**config.mk**
```make
export PLATFORM = sky130hd
export DESIGN_NAME = fp_sgnj_dec_d
export DESIGN_NICKNAME = d
export VERILOG_FILES = /design/src/rtl/fp_sgnj_dec_d.sv
export SDC_FILE = /design/constraint.sdc
export NUM_CORES = 1
export LEC_CHECK = 0
export CORE_MARGIN = 10
export CORE_UTILIZATION = 40
export DETAILED_ROUTE_END_ITERATION = 10
export PLACE_DENSITY = 0.68
export SLEW_MARGIN = 20
export SYNTH_ARGS = -nofsm -noshare
export SYNTH_HDL_FRONTEND = slang
export SYNTH_SLANG_ARGS = --single-unit
export TNS_END_PERCENT = 1
```
**constraint.sdc**
```tcl
create_clock -name clk -period 5.6 [get_ports clk]
set_clock_uncertainty 0.15 [all_clocks]
set_input_delay 0.84 -clock clk [delete_from_list [all_inputs] [get_ports clk]]
set_output_delay 0.84 -clock clk [all_outputs]
set_load 0.005 [all_outputs]
```
**src/rtl/fp_sgnj_dec_d.sv**
```systemverilog
// ============================================================================
// Module   : fp_sgnj_dec_d
// Purpose  : Decode/issue stage for FSGNJ.D / FSGNJN.D / FSGNJX.D with a
//            registered output, a one-entry skid buffer and an illegal counter.
// Revision : 1.0 - initial release
// ============================================================================
`default_nettype none

module fp_sgnj_dec_d #(
   parameter int CNT_W = 16
) (
   input  logic             clk,
   input  logic             rst_n,
   input  logic             in_valid,
   output logic             in_ready,
   input  logic [31:0]      in_instr,
   input  logic [63:0]      in_rs1,
   input  logic [63:0]      in_rs2,
   output logic             out_valid,
   input  logic             out_ready,
   output logic [1:0]       out_op,
   output logic [63:0]      out_a,
   output logic [63:0]      out_b,
   output logic [4:0]       out_rd,
   output logic             out_illegal,
   output logic [CNT_W-1:0] illegal_cnt
);

   localparam logic [6:0] c_OPCODE_OPFP  = 7'b1010011;
   localparam logic [6:0] c_FUNCT7_SGNJD = 7'b0010001;

   // Payload layout: {op[1:0], a[63:0], b[63:0], rd[4:0], illegal}
   localparam int c_PW     = 136;
   localparam int c_ILL_LO = 0;
   localparam int c_RD_LO  = 1;
   localparam int c_B_LO   = 6;
   localparam int c_A_LO   = 70;
   localparam int c_OP_LO  = 134;

   localparam logic [CNT_W-1:0] c_CNT_ONE = {{(CNT_W-1){1'b0}}, 1'b1};

   logic [6:0]      w_opcode;
   logic [6:0]      w_funct7;
   logic [2:0]      w_funct3;
   logic            w_legal;
   logic [1:0]      w_op;
   logic [c_PW-1:0] w_dec;
   logic            w_unused_fields;

   logic            w_in_xfer;
   logic            w_out_free;
   logic            w_cnt_sat;

   logic            w_out_valid_nxt;
   logic [c_PW-1:0] w_out_data_nxt;
   logic            w_skid_valid_nxt;
   logic [c_PW-1:0] w_skid_data_nxt;

   logic            r_out_valid;
   logic [c_PW-1:0] r_out_data;
   logic            r_skid_valid;
   logic [c_PW-1:0] r_skid_data;
   logic            r_in_ready;
   logic [CNT_W-1:0] r_cnt;

   assign w_opcode = in_instr[6:0];
   assign w_funct3 = in_instr[14:12];
   assign w_funct7 = in_instr[31:25];

   // Source-register index fields carry no meaning here; operands arrive by value.
   assign w_unused_fields = ^in_instr[24:15];

   always_comb begin
      w_legal = 1'b0;
      if ((w_opcode == c_OPCODE_OPFP) && (w_funct7 == c_FUNCT7_SGNJD)) begin
         case (w_funct3)
            3'b000,
            3'b001,
            3'b010:  w_legal = 1'b1;
            default: w_legal = 1'b0;
         endcase
      end
      w_op  = w_legal ? in_instr[13:12] : 2'b00;
      w_dec = {w_op, in_rs1, in_rs2, in_instr[11:7], ~w_legal};
   end

   assign w_in_xfer  = in_valid & r_in_ready;
   assign w_out_free = ~r_out_valid | out_ready;
   assign w_cnt_sat  = &r_cnt;

   always_comb begin
      w_out_valid_nxt  = r_out_valid;
      w_out_data_nxt   = r_out_data;
      w_skid_valid_nxt = r_skid_valid;
      w_skid_data_nxt  = r_skid_data;

      if (w_out_free) begin
         if (r_skid_valid) begin
            // Skid drains first to preserve order; in_ready was low, so no new input.
            w_out_valid_nxt  = 1'b1;
            w_out_data_nxt   = r_skid_data;
            w_skid_valid_nxt = w_in_xfer;
            if (w_in_xfer) begin
               w_skid_data_nxt = w_dec;
            end
         end else if (w_in_xfer) begin
            w_out_valid_nxt = 1'b1;
            w_out_data_nxt  = w_dec;
         end else begin
            w_out_valid_nxt = 1'b0;
         end
      end else if (w_in_xfer) begin
         w_skid_valid_nxt = 1'b1;
         w_skid_data_nxt  = w_dec;
      end
   end

   always_ff @(posedge clk or negedge rst_n) begin
      if (!rst_n) begin
         r_out_valid  <= 1'b0;
         r_out_data   <= '0;
         r_skid_valid <= 1'b0;
         r_skid_data  <= '0;
         r_in_ready   <= 1'b1;
      end else begin
         r_out_valid  <= w_out_valid_nxt;
         r_out_data   <= w_out_data_nxt;
         r_skid_valid <= w_skid_valid_nxt;
         r_skid_data  <= w_skid_data_nxt;
         r_in_ready   <= ~w_skid_valid_nxt;
      end
   end

   always_ff @(posedge clk or negedge rst_n) begin
      if (!rst_n) begin
         r_cnt <= '0;
      end else if (w_in_xfer && !w_legal && !w_cnt_sat) begin
         r_cnt <= r_cnt + c_CNT_ONE;
      end
   end

   assign in_ready    = r_in_ready;
   assign out_valid   = r_out_valid;
   assign out_op      = r_out_data[c_OP_LO +: 2];
   assign out_a       = r_out_data[c_A_LO +: 64];
   assign out_b       = r_out_data[c_B_LO +: 64];
   assign out_rd      = r_out_data[c_RD_LO +: 5];
   assign out_illegal = r_out_data[c_ILL_LO];
   assign illegal_cnt = r_cnt;

endmodule

`default_nettype wire

```
Yosys cells after proc, flatten, opt, wreduce, memory -nomap -nowiden
Index checks and enable logic that the tools add are counted.

storage, ports and cells
  register bits after elaboration = 291
  latch bits = 0
  bits in writable memories = 0
  memory bits (read-only) = 0
  output and inout port bits = 154
  memories = 0

cells by class
  $add $sub $neg = 1
  multiply operators = 0
  divide/modulo/power cells = 0
  magnitude comparators = 0
  equal/unequal tests = 5
  shifts and indexed selects = 0
  muxes and demuxes = 13
  bitwise operators = 5
  reduce and logical (&&, ||, !) cells = 10

operators with widths
  operator                 number
  $mux W136                5
  $add A16 B1 Y16 const B  1
  $reduce_and A16 Y1       1
  $eq A7 B5 Y1 const B     1
  $eq A7 B7 Y1 const B     1
  $mux W1                  7
  $eq A3 B1 Y1 const B     1
  $eq A3 B2 Y1 const B     1
  $logic_and A1 B1 Y1      3
  $logic_not A3 Y1         1
  $not A1 Y1               3
  $reduce_or A3 Y1         1
  $logic_not A1 Y1         2
  $mux W2                  1
  $ne A2 B1 Y1 const B     1
  $reduce_and A2 Y1        1
  $reduce_bool A2 Y1       1
  $and A1 B1 Y1            1
  $or A1 B1 Y1             1

Logic depth before layout (Yosys ltp)
  depth in word-level cells = 8
  gate-level depth with buffers = 8
  mapped depth without buffers = 6

Least setup slack after synthesis
OpenSTA, ideal clock, no wires.

  path kind = input to register
  from = input in_instr[3]
  to = register r_cnt[1], in the netlist illegal_cnt[1]
  arrival time = 2194 ps
  data required time = 5325 ps
  setup slack = 3131 ps
  stages = 5
  buffers on the path = 0
  cells stage by stage = or4b_1 > a211oi_2 > a41o_2 > nor2_1 > mux2_4

on the way
  word-level cells in the longest chain between the ends = 6

ends and longest elaborated chain
  what                               RTL line  text
  from (decl)                        16        input logic [31:0] in_instr,
  $eq A7 B7 Y1                       75        if ((w_opcode == c_OPCODE_OPFP) && (w_funct7 == c_FUNCT7_SGNJD)) begin
  $logic_and A1 B1 Y1                75
  $mux W1                            75
  $logic_not A1 Y1                   137       end else if (w_in_xfer && !w_legal && !w_cnt_sat) begin
  $logic_and A1 B1 Y1 (2 in series)  137
  to (signal assigned)               138       r_cnt <= r_cnt + c_CNT_ONE;
  to (decl)                          64        logic [CNT_W-1:0] r_cnt;

Every way passes these cells.
A chain may end at the register's enable or synchronous reset.

Worst setup path in the final report
  from = register r_skid_valid
  to = register r_out_data[122]

on the way
  word-level cells in the longest chain between the ends = 2

ends and longest elaborated chain
  what                          RTL line  text
  from (decl)                   61        logic r_skid_valid;
  from (signal assigned)        128       r_skid_valid <= w_skid_valid_nxt;
  $reduce_bool A2 Y1 (no line)  -
  $reduce_and A2 Y1 (no line)   -
  to (signal assigned)          127       r_out_data <= w_out_data_nxt;
  to (decl)                     60        logic [c_PW-1:0] r_out_data;

Parallel ways exist; a longest one is shown, timed or not.

==> out/results.txt <==
critical path class = register to register
I/O Pins = 318
Critical Path, Cell by Cell = inv_1 > a21o_4 > buf_12 > nand2_1 > o21ai_0
critical path required time = 5.77 ns
largest area contributor in the netlist = dfrtp_1
Rel. slew slack = 0.1604
Worst-Skew Late Latency = 0.50 ns
crit path max fanout = 269
routed length per instance = 18.49 um
WL final = 31090 um
post-route setup slack = 2.694 ns
buffers added on ports = 307
Final Slew Violations = 0
initial DRC count = 510
met2 WL post-DR = 14100 um
Synth Area per Inst = 12.37 um2
vias = 8338
setup TNS = 0 ns
delay-heaviest family, CP = flip-flops
slowest cell on the critical path = dfrtp_4
Core Rows = 63
CTS tree = built
Synth top area share = 0.5984
Setup Slack @ Placement = 2.335 ns
post-CTS setup buffers = 0
RD Place Congestion = 0.7996
initial antenna violation count = 1
CTS root buffer = clkbuf_16
crit path launch type = register
routed wl met3 = 2669 um
Antenna diodes = 0
# setup viols final = 0
Layout Area Growth over Synthesis = 37.57%
CTS H-tree depth = 2
Netlist cell types = 36
clock sink count = 291
Inserted Clock Buffers = 34
status = completed
Longest Clk Path Bufs = 3
fin nets = 1433
largest net degree at the start of global routing = 270
Final Util = 0.5599
Initial DRT Pass Iterations = 4
Design Area, Final = 16680 um2
max_cap viols = 0
Peak supply drop = 0.0003985 V
Hold/Removal Path Class = primary input to async pin
CP Capture Type = register
layout cells sized above 1 = 0.1549
RSZ-0062 raised after global routing = no
M1 WL = 13820 um
Synthesis Warnings = 0
Period minus WS final = 2.906 ns
Static Leak = 7.123 nW
Arr. time, crit path = 3.07 ns
Final period util = 0.5190
DRC viols = 0
syn_nets = 1145
first-pass GRT wire length = 49870 um
Yosys reg bits = 291
Synth area leaders = dfrtp_1 (60%), mux2_2 (12%), mux2i_1 (11%), o21ai_0 (5.7%), nand2_1 (4.6%)
core region area = 29800 um2
Clk pin slew, worst setup/hold paths = 0.06 ns
die width = 194.1 um
CP Buf/Inv Count = 2
pwr dens = 572.4 nW/um2
cts hold-fix bufs = 0
Max Used Layer = met5
Post-CTS Resized = 0
vias in the first global route = 8668
cell count after synthesis = 980
Vias/cell = 4.960
Starting Density = 0.4070
Final HPWL DP = 20950 um
final hold viol count = 0
maximum clock rate = 344.1 MHz
GR Util All Layers = 0.1615
worst-margin pin slew = 1.259 ns
Cell Area, Synth = 12130 um2
filler cell count = 2519
die area = 37680 um2
Antenna Nets Post-Route = 0
sequential area share after synthesis = 0.6006
crit-path max cell delay = 1.01 ns
die span in y = 194.1 um
Post-Place Cell Area = 15540 um2
grt ovf = 0
placed cells by master, fill, tap and decap left out, types with 2 or more instances in the layout:
cell type	synthesis	final
clkdlybuf4s50_1	0	306
dfrtp_1	290	289
nand2_1	150	150
o21ai_0	137	137
mux2i_1	133	133
mux2_2	133	133
clkbuf_16	0	37
xor2_1	13	13
nor3_1	9	9
nor2_1	8	8
nand3_1	8	8
clkbuf_1	36	8
clkbuf_8	0	7
a21oi_1	6	6
buf_4	1	5
clkinv_2	0	4
and2_1	3	3
and4_1	3	3
buf_12	0	3
inv_1	2	2
nor4_1	2	2
mux2_1	2	2
bufinv_16	0	2
flip-flops by register name, indices dropped and copies added, names as in the netlist:
name and flops:
out_valid 1, illegal_cnt 16, in_ready 1, r_skid_valid 1, r_out_data 136, r_skid_data 136
final cells by class:
type / count / area, um2 / area share
multi-input cells: 624 / 4583 / 0.2747
inverters: 2 / 7.507 / 0.0004500
well taps: 390 / 488.0 / 0.02925
flip-flops and latches: 291 / 7287 / 0.4368
repair buffers: 315 / 3176 / 0.1904
clock inverters: 7 / 88.84 / 0.005325
clock buffers: 52 / 1052 / 0.06308
report_power, final:
part	leakage (nW)	internal (mW)	total (mW)	switching [mW]
Clock	0.564	1.39	2.22	0.840
Sequential	3.52	3.13	3.73	0.603
Combinational	3.04	2.06	3.59	1.52
cell usage after synthesis:
cell type,number
a211oi_2,1
a21o_1,2
a21oi_1,6
a41o_1,1
a41o_2,1
and2_1,3
and3_1,1
and4_1,3
buf_1,1
buf_2,25
buf_4,1
clkbuf_1,36
dfrtp_1,290
dfstp_2,1
ha_1,1
inv_1,2
mux2_1,2
mux2_2,133
mux2_4,1
mux2i_1,133
nand2_1,150
nand2b_1,1
nand3_1,8
nand4_1,1
nand4b_1,1
nor2_1,8
nor2b_1,1
nor3_1,9
nor3b_1,1
nor4_1,2
nor4b_1,1
o21ai_0,137
o21ai_1,1
or3_1,1
or4b_1,1
xor2_1,13
kinds of logic (layout without fill, tap and decap cells):
logic type / Yosys count / in the layout / share of synthesized area
DFF: 291 / 291 / 0.6006
muxes: 269 / 269 / 0.2364
and+or+nand+nor: 192 / 192 / 0.06614
AOI/OAI and AO/OA: 149 / 149 / 0.06345
buffers and inverters: 65 / 376 / 0.02301
xor gates and xnor gates: 13 / 13 / 0.009389
adders and majority gates: 1 / 1 / 0.001032
metrics by stage:
step                      instances  hold slack, ns  power [mW]
after global placement         1622          0.3091       7.314
after CTS                      1681          0.2730       9.715
after floorplan                 980          0.2946       5.654
after detailed placement       1622          0.3187       7.436
after global routing           1681          0.2889       10.23
final                          1681          0.2207       9.548
worst register-to-register path, stage by stage (launching register included):
cell,delay (ns)
dfrtp_4,1.01
inv_1,0.29
a21o_4,0.28
buf_12,0.21
nand2_1,0.67
o21ai_0,0.11
worst paths after layout:
check                           depth (start not counted)               to  slack [ns]            start
worst min register to register                          2  r_out_data[132]        0.32  r_out_data[132]
worst min-delay path                                    1  r_skid_data[17]        0.22            rst_n
min in group clk                                        2  r_out_data[132]        0.32  r_out_data[132]
worst max-delay path                                    5  r_out_data[122]        2.69     r_skid_valid
worst max register to register                          5  r_out_data[122]        2.69     r_skid_valid
max in group asynchronous                               2   r_out_data[63]        3.97            rst_n
routing by layer:
layer | vias to the layer above | GRT usage
li1 | 3999 | -
met1 | 4058 | 0.2061
met2 | 239 | 0.2541
met3 | 40 | 0.06189
met4 | 2 | 0.03663
met5 | - | 0
Power figures use the tool's default switching activity.
